===== config.mk =====
export PLATFORM = sky130hd
export DESIGN_NAME = imem_loader
export DESIGN_NICKNAME = d
export VERILOG_FILES = /design/src/rtl/loader_pkg.sv /design/src/rtl/byte_packer.sv /design/src/rtl/imem_loader.sv
export SDC_FILE = /design/constraint.sdc
export NUM_CORES = 1
export LEC_CHECK = 0
export BUFFER_PORTS_ARGS = -buffer_cell sky130_fd_sc_hd__buf_2
export CAP_MARGIN = 20
export CORE_MARGIN = 8
export CORE_UTILIZATION = 50
export CTS_BUF_LIST = sky130_fd_sc_hd__clkbuf_16
export DETAILED_ROUTE_END_ITERATION = 8
export PLACE_DENSITY_LB_ADDON = 0.05
export SLEW_MARGIN = 15
export SYNTH_ARGS = -nofsm -noshare
export SYNTH_HDL_FRONTEND = slang
export SYNTH_SLANG_ARGS = --single-unit

===== constraint.sdc =====
create_clock -name clock -period 2.3 [get_ports clock]
set_clock_uncertainty 0.1 [all_clocks]
set_input_delay 0.69 -clock clock [delete_from_list [all_inputs] [get_ports clock]]
set_output_delay 0.69 -clock clock [all_outputs]
set_load 0.02 [all_outputs]

===== src/rtl/loader_pkg.sv =====
// ---------------------------------------------------------------------------
// loader_pkg
// Shared state encoding and stream framing constants for the boot-time
// program loader (imem_loader) and its byte packer.
// Revision: 1.0
// ---------------------------------------------------------------------------
`default_nettype none

package loader_pkg;

  // Loader FSM states. CHK and ERROR are only reachable when the
  // checksum option is compiled in.
  typedef enum logic [2:0] {
    HDR_LO = 3'd0,
    HDR_HI = 3'd1,
    DATA   = 3'd2,
    CHK    = 3'd3,
    DONE   = 3'd4,
    ERROR  = 3'd5
  } state_t;

  // Header is a 16-bit little-endian word count.
  localparam int HDR_BYTES  = 2;
  // Payload bytes per memory word.
  localparam int WORD_BYTES = 4;

endpackage

`default_nettype wire


===== src/rtl/byte_packer.sv =====
// ---------------------------------------------------------------------------
// byte_packer
// Gathers four stream bytes into one little-endian 32-bit word. The first
// byte of each group lands in word[7:0]. word_valid pulses (combinationally)
// together with the fourth byte, and word is the completed value then.
// Revision: 1.0
// ---------------------------------------------------------------------------
`default_nettype none

module byte_packer (
  input  logic        clock,
  input  logic        clear,
  input  logic        in_valid,
  input  logic [7:0]  in_byte,
  output logic        word_valid,
  output logic [31:0] word
);

  logic [1:0]  byte_idx;
  logic [31:0] shift_reg;

  // New bytes enter at the top so the oldest byte ends up in [7:0].
  assign word       = {in_byte, shift_reg[31:8]};
  assign word_valid = in_valid & (byte_idx == 2'd3);

  // Byte index and shift register; clear discards any partial word.
  always_ff @(posedge clock) begin
    if (clear) begin
      byte_idx  <= 2'd0;
      shift_reg <= 32'd0;
    end else if (in_valid) begin
      byte_idx  <= byte_idx + 2'd1;
      shift_reg <= word;
    end
  end

endmodule

`default_nettype wire


===== src/rtl/imem_loader.sv =====
// ---------------------------------------------------------------------------
// imem_loader
// Boot-time program loader. Takes a byte stream (2-byte word count N, then
// 4*N little-endian payload bytes) over a valid/ready link, writes it into
// memory as 32-bit words starting at BASE_ADDR, and holds the core in reset
// until the final write has completed.
// Optional feature macro: LOADER_CHECKSUM_EN -- a trailing XOR checksum
// byte is verified; a mismatch parks the loader in ERROR.
// Revision: 1.0
// ---------------------------------------------------------------------------
`default_nettype none

module imem_loader
  import loader_pkg::*;
#(
  parameter int ADDRESS_BITS = 16,
  parameter int BASE_ADDR    = 0
) (
  input  logic                    clock,
  input  logic                    reset,
  input  logic                    rx_valid,
  input  logic [7:0]              rx_data,
  output logic                    rx_ready,
  output logic                    mem_wEn,
  output logic [ADDRESS_BITS-1:0] mem_address,
  output logic [31:0]             mem_write_data,
  output logic                    core_reset,
  output logic                    done,
  output logic                    error
);

  localparam logic [ADDRESS_BITS-1:0] BASE     = ADDRESS_BITS'(BASE_ADDR);
  localparam logic [ADDRESS_BITS-1:0] ADDR_INC = ADDRESS_BITS'(WORD_BYTES);

  state_t                  state;
  logic [7:0]              n_lo;
  logic [15:0]             n_words;
  logic [15:0]             word_cnt;
  logic [ADDRESS_BITS-1:0] next_addr;
  logic                    take;
  logic                    packer_valid;
  logic                    word_valid;
  logic [31:0]             word;
`ifdef LOADER_CHECKSUM_EN
  logic [7:0]              xor_acc;
`endif

  assign rx_ready = (state == HDR_LO) | (state == HDR_HI) |
                    (state == DATA)   | (state == CHK);
  assign take     = rx_valid & rx_ready;
  assign done     = (state == DONE) & ~core_reset;

`ifdef LOADER_CHECKSUM_EN
  assign error = (state == ERROR);
`else
  assign error = 1'b0;
`endif

  // Only payload bytes feed the packer; reset throws away a partial word.
  assign packer_valid = take & (state == DATA);

  byte_packer u_packer (
    .clock      (clock),
    .clear      (reset),
    .in_valid   (packer_valid),
    .in_byte    (rx_data),
    .word_valid (word_valid),
    .word       (word)
  );

  // Loader FSM, counters, address generation and registered write port.
  always_ff @(posedge clock) begin
    if (reset) begin
      state          <= HDR_LO;
      n_lo           <= 8'd0;
      n_words        <= 16'd0;
      word_cnt       <= 16'd0;
      next_addr      <= BASE;
      mem_address    <= BASE;
      mem_write_data <= 32'd0;
      mem_wEn        <= 1'b0;
      core_reset     <= 1'b1;
`ifdef LOADER_CHECKSUM_EN
      xor_acc        <= 8'd0;
`endif
    end else begin
      mem_wEn <= 1'b0;

      // Release the core only once the last write strobe has retired.
      if ((state == DONE) && !mem_wEn) begin
        core_reset <= 1'b0;
      end

      case (state)
        HDR_LO: begin
          if (take) begin
            n_lo  <= rx_data;
            state <= HDR_HI;
          end
        end

        HDR_HI: begin
          if (take) begin
            n_words  <= {rx_data, n_lo};
            word_cnt <= 16'd0;
            if ({rx_data, n_lo} == 16'd0) begin
`ifdef LOADER_CHECKSUM_EN
              state <= CHK;
`else
              state <= DONE;
`endif
            end else begin
              state <= DATA;
            end
          end
        end

        DATA: begin
`ifdef LOADER_CHECKSUM_EN
          if (take) begin
            xor_acc <= xor_acc ^ rx_data;
          end
`endif
          if (word_valid) begin
            mem_wEn        <= 1'b1;
            mem_address    <= next_addr;
            mem_write_data <= word;
            next_addr      <= next_addr + ADDR_INC;
            word_cnt       <= word_cnt + 16'd1;
            // Compare against N-1 so the full 16-bit range of N works.
            if (word_cnt == (n_words - 16'd1)) begin
`ifdef LOADER_CHECKSUM_EN
              state <= CHK;
`else
              state <= DONE;
`endif
            end
          end
        end

`ifdef LOADER_CHECKSUM_EN
        CHK: begin
          if (take) begin
            state <= (rx_data == xor_acc) ? DONE : ERROR;
          end
        end
`endif

        default: begin
          // DONE and ERROR hold until reset.
        end
      endcase
    end
  end

endmodule

`default_nettype wire


==> flow_metrics.env <==
export IMPL_run_status="finished, violations left"
export IMPL_violations="negative setup slack"
export IMPL_setup_worst_path_start="n_words[1]$_SDFFE_PP0P_"
export IMPL_post_route_cells_drive_above_1_share_pct=18.8
export IMPL_floorplan_initialDensity_pct=50.6
export IMPL_worst_hold_slack_ps=349
export IMPL_hp_class="flip-flop to flip-flop"
export IMPL_critical_path_max_stage_delay_ps=530
export IMPL_grt_pass1_vias=4742
export IMPL_total_global_routing_track_utilization_pct=19.7
export IMPL_fp_dieArea_um2=14500
export IMPL_chipHeight_um=120
export IMPL_synth_area_per_cell_um2=7.85
export IMPL_cts_max_level=4
export IMPL_cts_buffers=17
export IMPL_cp_dominant_cell_by_count="sky130_fd_sc_hd__or4_4"
export IMPL_cellPowerDensity_nw_per_um2=805
export IMPL_crit_chain="or4_4 > or4_4 > a211oi_2 > a211oi_1 > or4_4 > o21a_1"
export IMPL_design_portCount=64
export IMPL_share_of_the_cycle_needed_by_the_critical_path_after_routing_pct=105
export IMPL_yosys_top_cells_count="sky130_fd_sc_hd__nand2_1 (206), sky130_fd_sc_hd__dfxtp_1 (131), sky130_fd_sc_hd__a21oi_1 (106), sky130_fd_sc_hd__nor2_1 (43), sky130_fd_sc_hd__clkbuf_1 (35)"
export IMPL_floorplan_core_area_um2=10700
export IMPL_synth_seq_cells=131
export IMPL_critPathRequiredTime_ps=2510
export IMPL_drt_total_wl_mm=13.7
export IMPL_clock_root_buffer="sky130_fd_sc_hd__clkbuf_16"
export IMPL_final_hold_viol_count=0
export IMPL_vias=4855
export IMPL_synthArstFlopShare_pct=0
export IMPL_placementRows=38
export IMPL_fin_total_pwr_mw=5.46
export IMPL_insertedDiodeCount=0
export IMPL_ys_dominant_reg_cell="sky130_fd_sc_hd__dfxtp_1"
export IMPL_drtPass1Iterations=4
export IMPL_timing_max_transition_violations_final=0
export IMPL_grt_start_max_net_pins=52
export IMPL_cts_setup_buffers=0
export IMPL_hpwl_mm=9.88
export IMPL_r2r_end="state[1]$_SDFFE_PP0P_"
export IMPL_post_route_min_period_ps=2420
export IMPL_port_buf_inserts=60
export IMPL_later_pin_clock_latency_in_the_skew_report_ps=420
export IMPL_postRouteAntennaNets=0
export IMPL_final_design_area_no_fill_um2=6780
export IMPL_regToRegStartpoint="n_words[1]$_SDFFE_PP0P_"
export IMPL_timing_max_cap_violations=0
export IMPL_clkTransAtPathRegs_ps=60
export IMPL_power_leakage_nw=2.60
export IMPL_holdPathStages=2
export IMPL_largest_fanout_of_any_net_on_the_critical_path=2
export IMPL_number_of_synthesized_flops_with_an_enable_pin=0
export IMPL_fillerInstances=984
export IMPL_clock_sinks=131
export IMPL_detail_route_iter0_violations=251
export IMPL_cts_hold_buffers_added=0
export IMPL_cts_tree="done"
export IMPL_placed_cell_area_um2=6150
export IMPL_synth_sequential_area_ratio_pct=48.2
export IMPL_largest_reg_flops=32
export IMPL_logic_depth_of_the_worst_register_to_register_path=6
export IMPL_synthMostInstantiatedCell="sky130_fd_sc_hd__nand2_1"
export IMPL_worst_setup_path_end_kind="flip-flop"
export IMPL_synth_area_um2=5440
export IMPL_cp_arrival_ps=2630
export IMPL_antenna_found_initial=0
export IMPL_unrepaired_setup_endpoints_after_global_routing="yes"
export IMPL_areaGrowthSynthToFinish_pct=24.7
export IMPL_nets=795
export IMPL_post_drt_wl_per_cell_um=14.7
export IMPL_syn_inst_count=693
export IMPL_crit_slowest_cell="sky130_fd_sc_hd__or4_4"
export IMPL_synth_top_cells_by_area="sky130_fd_sc_hd__dfxtp_1 (48%), sky130_fd_sc_hd__nand2_1 (14%), sky130_fd_sc_hd__a21oi_1 (9.8%)"
export IMPL_synthDominantAreaCellType="sky130_fd_sc_hd__dfxtp_1"
export IMPL_viasPerCell=5.20
export IMPL_synth_distinct_cells=47
export IMPL_grt_pass1_wl_mm=23.0
export IMPL_ys_warn_count=0
export IMPL_vdd_ir_drop_worst_mv=0.476
export IMPL_max_freq_mhz=414
export IMPL_cts_max_path_bufs=2
export IMPL_path_class="flip-flop to flip-flop"
export IMPL_final_setup_worst_slack_ps=-117
export IMPL_route_detailed_drc=0
export IMPL_post_synth_top_area_fraction_pct=48.2
export IMPL_remaining_global_route_overflow=0
export IMPL_chipWidth_um=120
export IMPL_critical_path_endpoint="state[1]$_SDFFE_PP0P_"
export IMPL_critical_path_startpoint_type="flip-flop"
export IMPL_reg2reg_setup_slack_ps=-120
export IMPL_gpl_final_weighted_congestion=0.837
export IMPL_setup_violations_final=2
==> cell type report <==
cell class	count	area [um2]	share of cell area, %
well taps	140	175	2.58
flip-flops and latches	131	2630	38.7
clock inverters	15	189	2.79
clock buffers	17	425	6.28
inverters	13	48.8	0.720
multi-input cells	511	2630	38.8
repair buffers	106	686	10.1
==> worst min-delay path by stage <==
stage | start | to
after floorplan | u_packer.shift_reg[8]$_SDFFE_PP0P_ | mem_write_data[0]$_SDFFE_PP0P_
after global placement | mem_write_data[24]$_SDFFE_PP0P_ | mem_write_data[24]$_SDFFE_PP0P_
after detailed placement | mem_write_data[20]$_SDFFE_PP0P_ | mem_write_data[20]$_SDFFE_PP0P_
after CTS | mem_address[7]$_SDFFE_PP0P_ | mem_address[7]$_SDFFE_PP0P_
after global routing | mem_write_data[29]$_SDFFE_PP0P_ | mem_write_data[29]$_SDFFE_PP0P_
final | mem_address[7]$_SDFFE_PP0P_ | mem_address[7]$_SDFFE_PP0P_
==> metal layers <==
layer  up-vias  track usage, %  wire (um)
li1       2479               -          -
met1      2261            23.2       6170
met3        28            4.20        475
met2        87            33.1       6670
met4         0            10.7        421
met5         -               0          0
==> power breakdown <==
| group | switching (mW) | internal (mW) |
|---|---|---|
| Combinational | 0.195 | 0.132 |
| Clock | 0.993 | 1.80 |
| Sequential | 0.0331 | 2.30 |
| Total | 1.22 | 4.23 |
==> cells in the final DEF (no fill, tap or decap), drive strengths merged, types with 4 or more instances in the layout <==
cell / count
bufinv: 4
nor4: 6
a21oi: 106
nor2: 43
clkinvlp: 4
clkinv: 6
or3: 6
nor3: 10
inv: 14
nand3: 11
clkbuf: 17
xor2: 17
nand2: 206
dfxtp: 131
o211ai: 4
o21ai: 10
buf: 106
nand2b: 9
and3: 7
ha: 4
or4: 4
nand4: 11
xnor2: 25
==> what timing repair did <==
| action | in CTS | in global routing |
|---|---|---|
| setup endpoints to repair | 2 | 2 |
| pin swaps | 0 | 1 |
| hold endpoints to repair | 0 | 0 |
| gates resized for setup | 1 | 4 |
==> logic make-up after synthesis <==
kind of cell | synth area share (%)
xor gates and xnor gates | 6.76
buffers and inverters | 4.00
adders and majority gates | 0.920
AOI/OAI and AO/OA | 13.8
other | 0.0690
muxes | 0.207
DFF | 48.2
and+or+nand+nor | 26.0
==> per-stage QoR <==
stage                     instances  setup TNS (ps)  setup WS (ps)  util, %
after floorplan                 695            -178           -117        -
after global placement          901            -219           -137     57.2
after detailed placement        901            -294           -177     57.2
after CTS                       933            -214           -129     62.9
after global routing            933            -326           -173     63.1
final                           933            -201           -117     63.1
==> critical path: cells and delay by family, from the launching register on <==
kind / cells / cell delay, ps
simple gates: 3 / 1480
flops: 1 / 320
compound gates: 3 / 430
(Power assumes the default switching activity.)
